## config.mk

```make
export PLATFORM = sky130hd
export DESIGN_NAME = mem_xbar_flat
export DESIGN_NICKNAME = d
export VERILOG_FILES = /design/src/rtl/mem_xbar_pkg.sv /design/src/rtl/mem_xbar_if.sv /design/src/rtl/mem_xbar_master_fsm.sv /design/src/rtl/mem_xbar.sv /design/src/flat_wrapper.sv
export SDC_FILE = /design/constraint.sdc
export NUM_CORES = 1
export LEC_CHECK = 0
export ABC_AREA = 0
export BUFFER_PORTS_ARGS = -buffer_cell sky130_fd_sc_hd__buf_2
export CORE_AREA = 2 2 221 223
export CTS_BUF_LIST = sky130_fd_sc_hd__clkbuf_8
export DETAILED_ROUTE_END_ITERATION = 8
export DIE_AREA = 0 0 223 225
export HOLD_SLACK_MARGIN = 0.03
export PLACE_DENSITY_LB_ADDON = 0.25
export SLEW_MARGIN = 40
export SYNTH_ARGS = -nofsm -noshare
export SYNTH_HDL_FRONTEND = slang
export SYNTH_SLANG_ARGS = --single-unit
```

## constraint.sdc

```tcl
create_clock -name i_clk -period 6.9 [get_ports i_clk]
set_clock_uncertainty 0.2 [all_clocks]
set_input_delay 1.035 -clock i_clk [delete_from_list [all_inputs] [get_ports i_clk]]
set_output_delay 1.035 -clock i_clk [all_outputs]
set_load 0.02 [all_outputs]
```

## src/rtl/mem_xbar_pkg.sv

```systemverilog
// Shared types and helpers for the two-master memory crossbar.
// Holds the address decode, the store lane builder and the load formatter.
package mem_xbar_pkg;

  localparam int MAX_SLAVES = 8;

  localparam logic [1:0] W_BYTE = 2'd1;
  localparam logic [1:0] W_HALF = 2'd2;
  localparam logic [1:0] W_WORD = 2'd3;

  typedef enum logic [1:0] {
    ST_IDLE = 2'd0,
    ST_WAIT = 2'd1,
    ST_RESP = 2'd2
  } mst_state_e;

  typedef struct packed {
    logic                  hit;
    logic [MAX_SLAVES-1:0] sel;
  } dec_t;

  typedef struct packed {
    logic [3:0]  be;
    logic [31:0] wdata;
  } lanes_t;

  // First matching base wins, so overlapping bases still give a one-hot select.
  function automatic dec_t decode_slave(input logic [3:0] addr_hi,
                                        input logic [4*MAX_SLAVES-1:0] base,
                                        input int n);
    dec_t d;
    d = '0;
    for (int k = 0; k < MAX_SLAVES; k++) begin
      if (k < n && !d.hit && addr_hi == base[4*k +: 4]) begin
        d.hit    = 1'b1;
        d.sel[k] = 1'b1;
      end
    end
    return d;
  endfunction

  function automatic lanes_t store_lanes(input logic [31:0] data,
                                         input logic [1:0]  width,
                                         input logic [1:0]  off);
    lanes_t l;
    case (width)
      W_BYTE: begin
        l.be    = 4'b0001 << off;
        l.wdata = {4{data[7:0]}};
      end
      W_HALF: begin
        l.be    = off[1] ? 4'b1100 : 4'b0011;
        l.wdata = {2{data[15:0]}};
      end
      default: begin
        l.be    = 4'b1111;
        l.wdata = data;
      end
    endcase
    return l;
  endfunction

  function automatic logic [31:0] format_load(input logic [31:0] rdata,
                                              input logic [1:0]  width,
                                              input logic [1:0]  off,
                                              input logic        zext);
    logic [7:0]  b;
    logic [15:0] h;
    logic [31:0] r;
    b = rdata[{off, 3'b000} +: 8];
    h = off[1] ? rdata[31:16] : rdata[15:0];
    case (width)
      W_BYTE:  r = zext ? {24'h0, b} : {{24{b[7]}}, b};
      W_HALF:  r = zext ? {16'h0, h} : {{16{h[15]}}, h};
      default: r = rdata;
    endcase
    return r;
  endfunction

endpackage

```

## src/rtl/mem_xbar_if.sv

```systemverilog
// CPU-side and slave-side signal bundle of the crossbar.
// slave = crossbar side, master = environment (CPU core + memories).
interface mem_xbar_if #(
  parameter int NUM_SLAVES = 4,
  parameter int SLAVE_AW   = 28
);
  logic [31:0]                          i_inst_addr;
  logic                                 i_inst_re;
  logic [31:0]                          o_inst_data;
  logic                                 o_inst_valid;
  logic                                 o_inst_fault;
  logic                                 o_inst_stall;

  logic [31:0]                          i_data_addr;
  logic [31:0]                          i_data_data;
  logic [1:0]                           i_data_width;
  logic                                 i_data_we;
  logic                                 i_data_re;
  logic                                 i_data_zeroextend;
  logic [31:0]                          o_data_data;
  logic                                 o_data_valid;
  logic                                 o_data_fault;
  logic                                 o_data_stall;

  logic [NUM_SLAVES-1:0]                o_s_req;
  logic [NUM_SLAVES-1:0]                o_s_we;
  logic [NUM_SLAVES-1:0][SLAVE_AW-1:0]  o_s_addr;
  logic [NUM_SLAVES-1:0][31:0]          o_s_wdata;
  logic [NUM_SLAVES-1:0][3:0]           o_s_be;
  logic [NUM_SLAVES-1:0]                i_s_ack;
  logic [NUM_SLAVES-1:0][31:0]          i_s_rdata;

  modport slave (
    input  i_inst_addr, i_inst_re,
    output o_inst_data, o_inst_valid, o_inst_fault, o_inst_stall,
    input  i_data_addr, i_data_data, i_data_width, i_data_we, i_data_re, i_data_zeroextend,
    output o_data_data, o_data_valid, o_data_fault, o_data_stall,
    output o_s_req, o_s_we, o_s_addr, o_s_wdata, o_s_be,
    input  i_s_ack, i_s_rdata
  );

  modport master (
    output i_inst_addr, i_inst_re,
    input  o_inst_data, o_inst_valid, o_inst_fault, o_inst_stall,
    output i_data_addr, i_data_data, i_data_width, i_data_we, i_data_re, i_data_zeroextend,
    input  o_data_data, o_data_valid, o_data_fault, o_data_stall,
    input  o_s_req, o_s_we, o_s_addr, o_s_wdata, o_s_be,
    output i_s_ack, i_s_rdata
  );

endinterface

```

## src/rtl/mem_xbar_master_fsm.sv

```systemverilog
// One CPU master port: decode/fault check, request latch, response formatting.
// Used for both fetch (write path tied off) and data ports.
module mem_xbar_master_fsm
  import mem_xbar_pkg::*;
#(
  parameter int                        NUM_SLAVES = 4,
  parameter logic [4*NUM_SLAVES-1:0]   SLAVE_BASE = {4'h8, 4'h4, 4'h2, 4'h1},
  parameter logic [NUM_SLAVES-1:0]     ACC_MASK   = '1,
  parameter int                        SLAVE_AW   = 28
) (
  input  logic                  i_clk,
  input  logic                  i_rst_n,
  input  logic [31:0]           i_addr,
  input  logic [31:0]           i_wdata,
  input  logic [1:0]            i_width,
  input  logic                  i_we,
  input  logic                  i_re,
  input  logic                  i_zext,
  input  logic                  i_ack,
  input  logic [31:0]           i_rdata,
  output logic                  o_wait,
  output logic [NUM_SLAVES-1:0] o_sel,
  output logic [SLAVE_AW-1:0]   o_addr,
  output logic                  o_we,
  output logic [3:0]            o_be,
  output logic [31:0]           o_wdata,
  output logic [31:0]           o_data,
  output logic                  o_valid,
  output logic                  o_fault,
  output logic                  o_stall
);

  localparam logic [4*MAX_SLAVES-1:0] BASE_X = (4*MAX_SLAVES)'(SLAVE_BASE);
  localparam logic [MAX_SLAVES-1:0]   MASK_X = MAX_SLAVES'(ACC_MASK);

  mst_state_e            r_state, w_nxt;
  logic [NUM_SLAVES-1:0] r_sel;
  logic [SLAVE_AW-1:0]   r_addr;
  logic                  r_we;
  logic [3:0]            r_be;
  logic [31:0]           r_wdata;
  logic [1:0]            r_width;
  logic [1:0]            r_off;
  logic                  r_zext;
  logic                  r_fault;
  logic [31:0]           r_rdata;

  dec_t   w_dec;
  lanes_t w_lanes;
  logic   w_req, w_mis, w_fault;

  assign w_req   = i_re | i_we;
  assign w_dec   = decode_slave(i_addr[31:28], BASE_X, NUM_SLAVES);
  assign w_lanes = store_lanes(i_wdata, i_width, i_addr[1:0]);
  assign w_mis   = (i_width == W_HALF) ? i_addr[0] :
                   (i_width == W_BYTE) ? 1'b0 : (i_addr[1:0] != 2'b00);
  // Mask check also rejects slaves this port is not allowed to reach.
  assign w_fault = !w_dec.hit || !(|(w_dec.sel & MASK_X)) || w_mis;

  always_ff @(posedge i_clk) begin
    if (!i_rst_n) r_state <= ST_IDLE;
    else          r_state <= w_nxt;
  end

  always_comb begin
    w_nxt = r_state;
    case (r_state)
      ST_IDLE: if (w_req) w_nxt = w_fault ? ST_RESP : ST_WAIT;
      ST_WAIT: if (i_ack) w_nxt = ST_RESP;
      ST_RESP: w_nxt = ST_IDLE;
      default: w_nxt = ST_IDLE;
    endcase
  end

  always_ff @(posedge i_clk) begin
    if (!i_rst_n) begin
      r_sel   <= '0;
      r_addr  <= '0;
      r_we    <= 1'b0;
      r_be    <= '0;
      r_wdata <= '0;
      r_width <= '0;
      r_off   <= '0;
      r_zext  <= 1'b0;
      r_fault <= 1'b0;
      r_rdata <= '0;
    end else begin
      case (r_state)
        ST_IDLE: if (w_req) begin
          r_fault <= w_fault;
          r_rdata <= '0;
          r_sel   <= w_fault ? '0 : w_dec.sel[NUM_SLAVES-1:0];
          r_addr  <= i_addr[SLAVE_AW-1:0];
          r_we    <= i_we;
          r_be    <= i_we ? w_lanes.be : 4'b1111;
          r_wdata <= i_we ? w_lanes.wdata : '0;
          r_width <= i_width;
          r_off   <= i_addr[1:0];
          r_zext  <= i_zext;
        end
        ST_WAIT: if (i_ack) r_rdata <= r_we ? '0 : format_load(i_rdata, r_width, r_off, r_zext);
        default: ;
      endcase
    end
  end

  assign o_wait  = (r_state == ST_WAIT);
  assign o_sel   = r_sel;
  assign o_addr  = r_addr;
  assign o_we    = r_we;
  assign o_be    = r_be;
  assign o_wdata = r_wdata;
  assign o_valid = (r_state == ST_RESP);
  assign o_fault = o_valid & r_fault;
  assign o_data  = o_valid ? r_rdata : '0;
  assign o_stall = w_req && (r_state != ST_RESP);

endmodule

```

## src/rtl/mem_xbar.sv

```systemverilog
// Two-master (fetch + data) to NUM_SLAVES crossbar with per-slave grant lock
// and fixed-priority or round-robin arbitration.
module mem_xbar
  import mem_xbar_pkg::*;
#(
  parameter int                      NUM_SLAVES = 4,
  parameter logic [4*NUM_SLAVES-1:0] SLAVE_BASE = {4'h8, 4'h4, 4'h2, 4'h1},
  parameter logic [NUM_SLAVES-1:0]   INST_MASK  = 4'b0011,
  parameter int                      ARB_MODE   = 0,
  parameter int                      SLAVE_AW   = 28
) (
  input  logic     i_clk,
  input  logic     i_rst_n,
  mem_xbar_if.slave bus
);

  logic                  w_d_wait, w_i_wait;
  logic [NUM_SLAVES-1:0] w_d_sel, w_i_sel;
  logic [SLAVE_AW-1:0]   w_d_addr, w_i_addr;
  logic                  w_d_we, w_i_we;
  logic [3:0]            w_d_be, w_i_be;
  logic [31:0]           w_d_wdata, w_i_wdata;
  logic                  w_d_ack, w_i_ack;
  logic [31:0]           w_d_rdata, w_i_rdata;

  logic [NUM_SLAVES-1:0] w_want_d, w_want_i, w_gnt_d, w_gnt_i, w_req;
  logic [NUM_SLAVES-1:0] r_lock, r_own_i, r_rr;

  mem_xbar_master_fsm #(
    .NUM_SLAVES(NUM_SLAVES), .SLAVE_BASE(SLAVE_BASE),
    .ACC_MASK('1), .SLAVE_AW(SLAVE_AW)
  ) u_data (
    .i_clk(i_clk), .i_rst_n(i_rst_n),
    .i_addr(bus.i_data_addr), .i_wdata(bus.i_data_data), .i_width(bus.i_data_width),
    .i_we(bus.i_data_we), .i_re(bus.i_data_re), .i_zext(bus.i_data_zeroextend),
    .i_ack(w_d_ack), .i_rdata(w_d_rdata),
    .o_wait(w_d_wait), .o_sel(w_d_sel), .o_addr(w_d_addr), .o_we(w_d_we),
    .o_be(w_d_be), .o_wdata(w_d_wdata),
    .o_data(bus.o_data_data), .o_valid(bus.o_data_valid),
    .o_fault(bus.o_data_fault), .o_stall(bus.o_data_stall)
  );

  mem_xbar_master_fsm #(
    .NUM_SLAVES(NUM_SLAVES), .SLAVE_BASE(SLAVE_BASE),
    .ACC_MASK(INST_MASK), .SLAVE_AW(SLAVE_AW)
  ) u_inst (
    .i_clk(i_clk), .i_rst_n(i_rst_n),
    .i_addr(bus.i_inst_addr), .i_wdata(32'h0), .i_width(W_WORD),
    .i_we(1'b0), .i_re(bus.i_inst_re), .i_zext(1'b0),
    .i_ack(w_i_ack), .i_rdata(w_i_rdata),
    .o_wait(w_i_wait), .o_sel(w_i_sel), .o_addr(w_i_addr), .o_we(w_i_we),
    .o_be(w_i_be), .o_wdata(w_i_wdata),
    .o_data(bus.o_inst_data), .o_valid(bus.o_inst_valid),
    .o_fault(bus.o_inst_fault), .o_stall(bus.o_inst_stall)
  );

  assign w_want_d = w_d_wait ? w_d_sel : '0;
  assign w_want_i = w_i_wait ? w_i_sel : '0;

  // A locked slave stays with its owner until ack; a free slave is arbitrated
  // among the masters currently waiting on it.
  always_comb begin
    w_gnt_d = '0;
    w_gnt_i = '0;
    for (int k = 0; k < NUM_SLAVES; k++) begin
      if (r_lock[k]) begin
        w_gnt_i[k] = r_own_i[k] & w_want_i[k];
        w_gnt_d[k] = !r_own_i[k] & w_want_d[k];
      end else if (w_want_d[k] && w_want_i[k]) begin
        if (ARB_MODE == 1 && r_rr[k]) w_gnt_i[k] = 1'b1;
        else                          w_gnt_d[k] = 1'b1;
      end else begin
        w_gnt_d[k] = w_want_d[k];
        w_gnt_i[k] = w_want_i[k];
      end
    end
  end

  assign w_req       = w_gnt_d | w_gnt_i;
  assign bus.o_s_req = w_req;
  assign w_d_ack     = |(bus.i_s_ack & w_gnt_d);
  assign w_i_ack     = |(bus.i_s_ack & w_gnt_i);

  always_ff @(posedge i_clk) begin
    if (!i_rst_n) begin
      r_lock  <= '0;
      r_own_i <= '0;
      r_rr    <= '0;
    end else begin
      for (int k = 0; k < NUM_SLAVES; k++) begin
        if (w_req[k] && bus.i_s_ack[k]) begin
          r_lock[k] <= 1'b0;
        end else if (w_req[k]) begin
          r_lock[k]  <= 1'b1;
          r_own_i[k] <= w_gnt_i[k];
        end
        if (!r_lock[k] && w_want_d[k] && w_want_i[k]) r_rr[k] <= ~r_rr[k];
      end
    end
  end

  always_comb begin
    bus.o_s_we    = '0;
    bus.o_s_addr  = '0;
    bus.o_s_be    = '0;
    bus.o_s_wdata = '0;
    w_d_rdata     = '0;
    w_i_rdata     = '0;
    for (int k = 0; k < NUM_SLAVES; k++) begin
      if (w_gnt_d[k]) begin
        bus.o_s_we[k]    = w_d_we;
        bus.o_s_addr[k]  = w_d_addr;
        bus.o_s_be[k]    = w_d_be;
        bus.o_s_wdata[k] = w_d_wdata;
        w_d_rdata        = bus.i_s_rdata[k];
      end else if (w_gnt_i[k]) begin
        bus.o_s_we[k]    = w_i_we;
        bus.o_s_addr[k]  = w_i_addr;
        bus.o_s_be[k]    = w_i_be;
        bus.o_s_wdata[k] = w_i_wdata;
        w_i_rdata        = bus.i_s_rdata[k];
      end
    end
  end

endmodule

```

## src/flat_wrapper.sv

```systemverilog
// flat-port wrapper written by rule: the top's interface ports become plain ports
module mem_xbar_flat import mem_xbar_pkg::*;
#(
  parameter int                      NUM_SLAVES = 4,
  parameter logic [4*NUM_SLAVES-1:0] SLAVE_BASE = {4'h8, 4'h4, 4'h2, 4'h1},
  parameter logic [NUM_SLAVES-1:0]   INST_MASK  = 4'b0011,
  parameter int                      ARB_MODE   = 0,
  parameter int                      SLAVE_AW   = 28
)
  (i_clk, i_rst_n, bus_i_inst_addr, bus_i_inst_re, bus_o_inst_data, bus_o_inst_valid, bus_o_inst_fault, bus_o_inst_stall, bus_i_data_addr, bus_i_data_data, bus_i_data_width, bus_i_data_we, bus_i_data_re, bus_i_data_zeroextend, bus_o_data_data, bus_o_data_valid, bus_o_data_fault, bus_o_data_stall, bus_o_s_req, bus_o_s_we, bus_o_s_addr, bus_o_s_wdata, bus_o_s_be, bus_i_s_ack, bus_i_s_rdata);
  mem_xbar_if #(.NUM_SLAVES(NUM_SLAVES), .SLAVE_AW(SLAVE_AW)) bus_i ();
  input  logic i_clk;
  input  logic i_rst_n;
  input wire logic [$bits(bus_i.i_inst_addr)-1:0] bus_i_inst_addr;
  input wire logic [$bits(bus_i.i_inst_re)-1:0] bus_i_inst_re;
  output wire logic [$bits(bus_i.o_inst_data)-1:0] bus_o_inst_data;
  output wire logic [$bits(bus_i.o_inst_valid)-1:0] bus_o_inst_valid;
  output wire logic [$bits(bus_i.o_inst_fault)-1:0] bus_o_inst_fault;
  output wire logic [$bits(bus_i.o_inst_stall)-1:0] bus_o_inst_stall;
  input wire logic [$bits(bus_i.i_data_addr)-1:0] bus_i_data_addr;
  input wire logic [$bits(bus_i.i_data_data)-1:0] bus_i_data_data;
  input wire logic [$bits(bus_i.i_data_width)-1:0] bus_i_data_width;
  input wire logic [$bits(bus_i.i_data_we)-1:0] bus_i_data_we;
  input wire logic [$bits(bus_i.i_data_re)-1:0] bus_i_data_re;
  input wire logic [$bits(bus_i.i_data_zeroextend)-1:0] bus_i_data_zeroextend;
  output wire logic [$bits(bus_i.o_data_data)-1:0] bus_o_data_data;
  output wire logic [$bits(bus_i.o_data_valid)-1:0] bus_o_data_valid;
  output wire logic [$bits(bus_i.o_data_fault)-1:0] bus_o_data_fault;
  output wire logic [$bits(bus_i.o_data_stall)-1:0] bus_o_data_stall;
  output wire logic [$bits(bus_i.o_s_req)-1:0] bus_o_s_req;
  output wire logic [$bits(bus_i.o_s_we)-1:0] bus_o_s_we;
  output wire logic [$bits(bus_i.o_s_addr)-1:0] bus_o_s_addr;
  output wire logic [$bits(bus_i.o_s_wdata)-1:0] bus_o_s_wdata;
  output wire logic [$bits(bus_i.o_s_be)-1:0] bus_o_s_be;
  input wire logic [$bits(bus_i.i_s_ack)-1:0] bus_i_s_ack;
  input wire logic [$bits(bus_i.i_s_rdata)-1:0] bus_i_s_rdata;
  assign bus_i.i_inst_addr = bus_i_inst_addr;
  assign bus_i.i_inst_re = bus_i_inst_re;
  assign bus_o_inst_data = bus_i.o_inst_data;
  assign bus_o_inst_valid = bus_i.o_inst_valid;
  assign bus_o_inst_fault = bus_i.o_inst_fault;
  assign bus_o_inst_stall = bus_i.o_inst_stall;
  assign bus_i.i_data_addr = bus_i_data_addr;
  assign bus_i.i_data_data = bus_i_data_data;
  assign bus_i.i_data_width = bus_i_data_width;
  assign bus_i.i_data_we = bus_i_data_we;
  assign bus_i.i_data_re = bus_i_data_re;
  assign bus_i.i_data_zeroextend = bus_i_data_zeroextend;
  assign bus_o_data_data = bus_i.o_data_data;
  assign bus_o_data_valid = bus_i.o_data_valid;
  assign bus_o_data_fault = bus_i.o_data_fault;
  assign bus_o_data_stall = bus_i.o_data_stall;
  assign bus_o_s_req = bus_i.o_s_req;
  assign bus_o_s_we = bus_i.o_s_we;
  assign bus_o_s_addr = bus_i.o_s_addr;
  assign bus_o_s_wdata = bus_i.o_s_wdata;
  assign bus_o_s_be = bus_i.o_s_be;
  assign bus_i.i_s_ack = bus_i_s_ack;
  assign bus_i.i_s_rdata = bus_i_s_rdata;
  mem_xbar #(.NUM_SLAVES(NUM_SLAVES), .SLAVE_BASE(SLAVE_BASE), .INST_MASK(INST_MASK), .ARB_MODE(ARB_MODE), .SLAVE_AW(SLAVE_AW)) u_core (.i_clk(i_clk), .i_rst_n(i_rst_n), .bus(bus_i));
endmodule
```

==> tab_implementation.tex <==
\begin{tabular}{lr}
\hline
Metric & Value \\
\hline
\multicolumn{2}{l}{\textbf{Critical path}} \\
\quad Max incr delay on CP & 0.55 ns \\
\quad Worst-path maximum fanout & 42 \\
\quad Cell with the largest stage delay on the worst path & buf\_4 \\
\quad Kind of critical path & reg -> out \\
\quad Crit path DAT & 3.24 ns \\
\quad Endpoint type of the worst setup path & output port \\
\quad Sequence of cells on the critical path & nor2b\_1, nand2\_1, o21ba\_4, buf\_4, nand2\_1, o21ai\_0, buf\_2 \\
\quad Top delay family on crit path & buffers and inverters \\
\quad CP Depth & 7 \\
\quad Path depth of the worst reg2reg path & 8 \\
\quad Cell with the most instances on the worst path & nand2\_1 \\
\quad Buffer and inverter count on the worst path & 2 \\
\quad Startpoint type of the worst setup path & flip-flop \\
\quad Data required time at the worst endpoint & 5.66 ns \\
\multicolumn{2}{l}{\textbf{Clock tree}} \\
\quad Number of buffers created by CTS & 17 \\
\quad Clk Latency, worst-skew pair & 0.57 ns \\
\quad Clk slew on worst S/H paths & 0.10 ns \\
\quad Num Clock Sinks & 183 \\
\quad Post-cts repair resize count & 0 \\
\quad Count of hold-fix buffers inserted at cts & 0 \\
\quad Post-CTS Setup Inserts & 0 \\
\quad Root Driver & clkbuf\_8 \\
\quad Number of H-tree branching levels & 4 \\
\quad CTS tree & yes \\
\quad Clock Path Buffers & 2 \\
\multicolumn{2}{l}{\textbf{GRT}} \\
\quad Met1 usage & 30.1\% \\
\quad Global-route wire length before repair & 91700 um \\
\quad Number of global-route vias before repair & 13725 \\
\quad Grt met2 use & 41.3\% \\
\quad GRT met3 Usage & 6.01\% \\
\quad Global-route total usage across every layer & 24.5\% \\
\quad Largest net degree at the start of global routing & 104 \\
\quad Global route hottest layer & met2 \\
\quad Remaining global-route overflow & 0 \\
\quad Antenna violations before repair & 14 \\
\multicolumn{2}{l}{\textbf{Synthesis}} \\
\quad Number of distinct library cells after synthesis & 62 \\
\quad Top cell type's share of synthesized area & 31.1\% \\
\quad Number of synthesis warnings & 0 \\
\quad Seq/Total Area, Yosys & 31.1\% \\
\quad Top cell type by total area after synthesis & dfxtp\_1 \\
\quad Leading cell type by number of instances after synthesis & nand2\_1 \\
\quad Post-synthesis cell count & 1570 \\
\quad Most common flop cell mapped by yosys & dfxtp\_1 \\
\quad Seq cells post-synth & 183 \\
\quad Number of enable flip-flop cells after synthesis & 0 \\
\quad Mapped Avg Cell Area & 7.50 sq um \\
\quad Share of synthesized flip-flops with an asynchronous set or reset & 0\% \\
\quad Cell area after synthesis & 11800 sq um \\
\quad Most area-consuming cells after synthesis & dfxtp\_1 (31\%), a22o\_1 (9.4\%), nand2\_1 (7.6\%) \\
\quad Post-synthesis net count & 1810 \\
\quad Most frequent cells after synthesis & nand2\_1 (238), dfxtp\_1 (183), a22o\_1 (127), clkbuf\_1 (127), o21ai\_0 (122) \\
\multicolumn{2}{l}{\textbf{Floorplanning}} \\
\quad Die ar. & 50200 sq um \\
\quad Number of rows in the core area & 80 \\
\quad I/O pin total & 570 \\
\quad Die X & 223 um \\
\quad Core region area & 47500 sq um \\
\quad Initial Utilization & 24.8\% \\
\quad Vertical die dimension & 225 um \\
\multicolumn{2}{l}{\textbf{Route}} \\
\quad Final WL & 64500 um \\
\quad Remaining antenna violation count after routing & 0 \\
\quad Post-route DRC violation count & 0 \\
\quad Average vias per placed instance & 5.49 \\
\quad Detailed-router iteration count before antenna repair & 7 \\
\quad Initial DRC Count & 1418 \\
\quad Routed wire per std cell & 24.2 um \\
\quad Number of vias in the routed layout & 14618 \\
\multicolumn{2}{l}{\textbf{Timing}} \\
\quad Final setup viols & 0 \\
\quad Max-Slew Margin vs Limit & 40.1\% \\
\quad Measured slew at the worst slew-check pin & 0.898 ns \\
\quad Fin crit share & 64.8\% \\
\quad Maximum operating frequency & 223 MHz \\
\quad Final slew viol count & 0 \\
\quad Summed negative setup slack over all endpoints & 0 ns \\
\quad Final min period & 4.47 ns \\
\quad RSZ-0062 raised after global routing & false \\
\quad Final count of hold timing violations & 0 \\
\multicolumn{2}{l}{\textbf{Placement}} \\
\quad I/O Buffers & 569 \\
\quad Cell area reported after detailed placement & 15100 sq um \\
\quad Final HPWL DP & 47500 um \\
\quad Number of placed instances with taps included & 2623 \\
\quad Final RePlAce weighted congestion & 0.909 \\
\multicolumn{2}{l}{\textbf{Run status}} \\
\quad Status & complete, no violations \\
\multicolumn{2}{l}{\textbf{Power and ir drop}} \\
\quad Overall power consumption & 0.00238 W \\
\quad Leak pwr & 7.48 nW \\
\quad VDD IR max & 0.115 mV \\
\quad Power density normalized to cell area & 153 nW/um\^{}2 \\
\multicolumn{2}{l}{\textbf{Job}} \\
\quad Number of violations of the max-capacitance limit & 0 \\
\multicolumn{2}{l}{\textbf{Worst hold path}} \\
\quad Hold path depth & 2 \\
\quad Path class of the lowest-slack min-delay path & reg -> reg \\
\multicolumn{2}{l}{\textbf{Cells and area}} \\
\quad Share of post-route cells with drive strength above 1 & 33.3\% \\
\quad Fin cells & 2662 \\
\quad Post-synthesis to final-layout area growth & 31.9\% \\
\quad Summed area of non-filler cells in the final layout & 15500 sq um \\
\quad Number of nets at the end of the flow & 2268 \\
\hline
\end{tabular}
[worst min-delay path: stages, from the launching register on]
cell     delay, ns
dfxtp_1       0.33
nand2_1       0.06
o21ai_2       0.04
[final timing paths]
path | from | endpoint | slack, ns
worst max-delay path | u_core.u_inst.r_state[0] | bus_o_s_addr[56] | 2.43
worst min-delay path | u_core.u_data.r_rdata[23] | u_core.u_data.r_rdata[23] | 0.26
worst max register to register | u_core.u_data.r_state[0] | u_core.u_data.r_rdata[17] | 3.09
worst min register to register | u_core.u_data.r_rdata[23] | u_core.u_data.r_rdata[23] | 0.26
[metal layers]
| metal | part of all wire (%) | wire [um] |
|---|---|---|
| met3 | 7.6 | 4890 |
| met2 | 47 | 30600 |
| met1 | 41 | 26800 |
| met4 | 3.4 | 2210 |
| met5 | 0.18 | 115 |
[area by class of cell]
type | instances | area, sq um
clock buffers | 18 | 248
multi-input cells | 1210 | 7490
well taps | 615 | 769
fillers | 5132 | 32000
diodes | 6 | 15.0
repair buffers | 600 | 3140
inverters | 16 | 62.6
flip-flops and latches | 183 | 3660
clock inverters | 14 | 146
[power by group]
group | leakage (nW) | total [W] | internal, W | switching (W)
clock | 0.201 | 0.000788 | 0.000333 | 0.000455
combinational | 5.78 | 0.000401 | 0.000135 | 0.000266
sequential | 1.49 | 0.00119 | 0.00110 | 0.0000841
total | 7.48 | 0.00238 | 0.00157 | 0.000805
[logic make-up (layout without fill, tap and decap cells)]
kind of cell,count (synthesis),in the layout,share of synthesized area [%]
simple gates,602,602,25.2
compound gates,601,601,36.7
flops,183,183,31.1
buf+inv,177,648,6.29
fa+ha+maj,4,4,0.425
mux,2,2,0.170
xor+xnor,1,1,0.0744
other cells,0,6,0
[flip-flops by register name (all words and copies together), names as in the netlist, 28 cells and up]
signal / flops
u_core.u_data.r_rdata: 32
u_core.u_data.o_wdata: 32
u_core.u_data.o_addr: 28
u_core.u_inst.o_addr: 28
u_core.u_inst.r_rdata: 32
[stage by stage]
| stage | setup WS (ns) | hold slack (ns) | utilization [%] |
|---|---|---|---|
| final | 2.43 | 0.256 | 32.7 |
| after floorplan | 3.58 | 0.216 | - |
| after detailed placement | 3.04 | 0.234 | 31.8 |
| after global routing | 2.19 | 0.271 | 32.7 |
| after CTS | 2.37 | 0.256 | 32.6 |
| after global placement | 3.13 | 0.233 | 31.5 |
[cell usage in the layout (no fill, tap or decap), types with 4 or more instances in the layout]
| cell | synthesis | routed |
|---|---|---|
| a211oi_1 | 5 | 5 |
| buf_8 | 0 | 4 |
| diode_2 | 0 | 6 |
| a21oi_1 | 108 | 107 |
| nor2_4 | 0 | 6 |
| nand2b_1 | 7 | 7 |
| a22oi_1 | 23 | 23 |
| inv_6 | 0 | 4 |
| a311oi_1 | 7 | 7 |
| o2bb2ai_1 | 32 | 32 |
| a2bb2oi_1 | 33 | 33 |
| and3_1 | 105 | 105 |
| o21ai_2 | 10 | 9 |
| nor2_1 | 89 | 83 |
| or2_2 | 9 | 9 |
| nor3_1 | 9 | 8 |
| and2_1 | 114 | 113 |
| a221o_1 | 15 | 15 |
| nand2_1 | 238 | 238 |
| o22ai_1 | 14 | 14 |
| o21ai_0 | 122 | 122 |
| clkbuf_8 | 0 | 18 |
| nand3_1 | 7 | 7 |
| inv_1 | 15 | 16 |
| buf_4 | 0 | 25 |
| o21a_1 | 10 | 10 |
| a221oi_1 | 64 | 64 |
| buf_2 | 13 | 569 |
| dfxtp_1 | 183 | 183 |
| a22o_1 | 127 | 127 |
| ha_1 | 4 | 4 |
No activity file was read; power rests on OpenSTA's default activity.
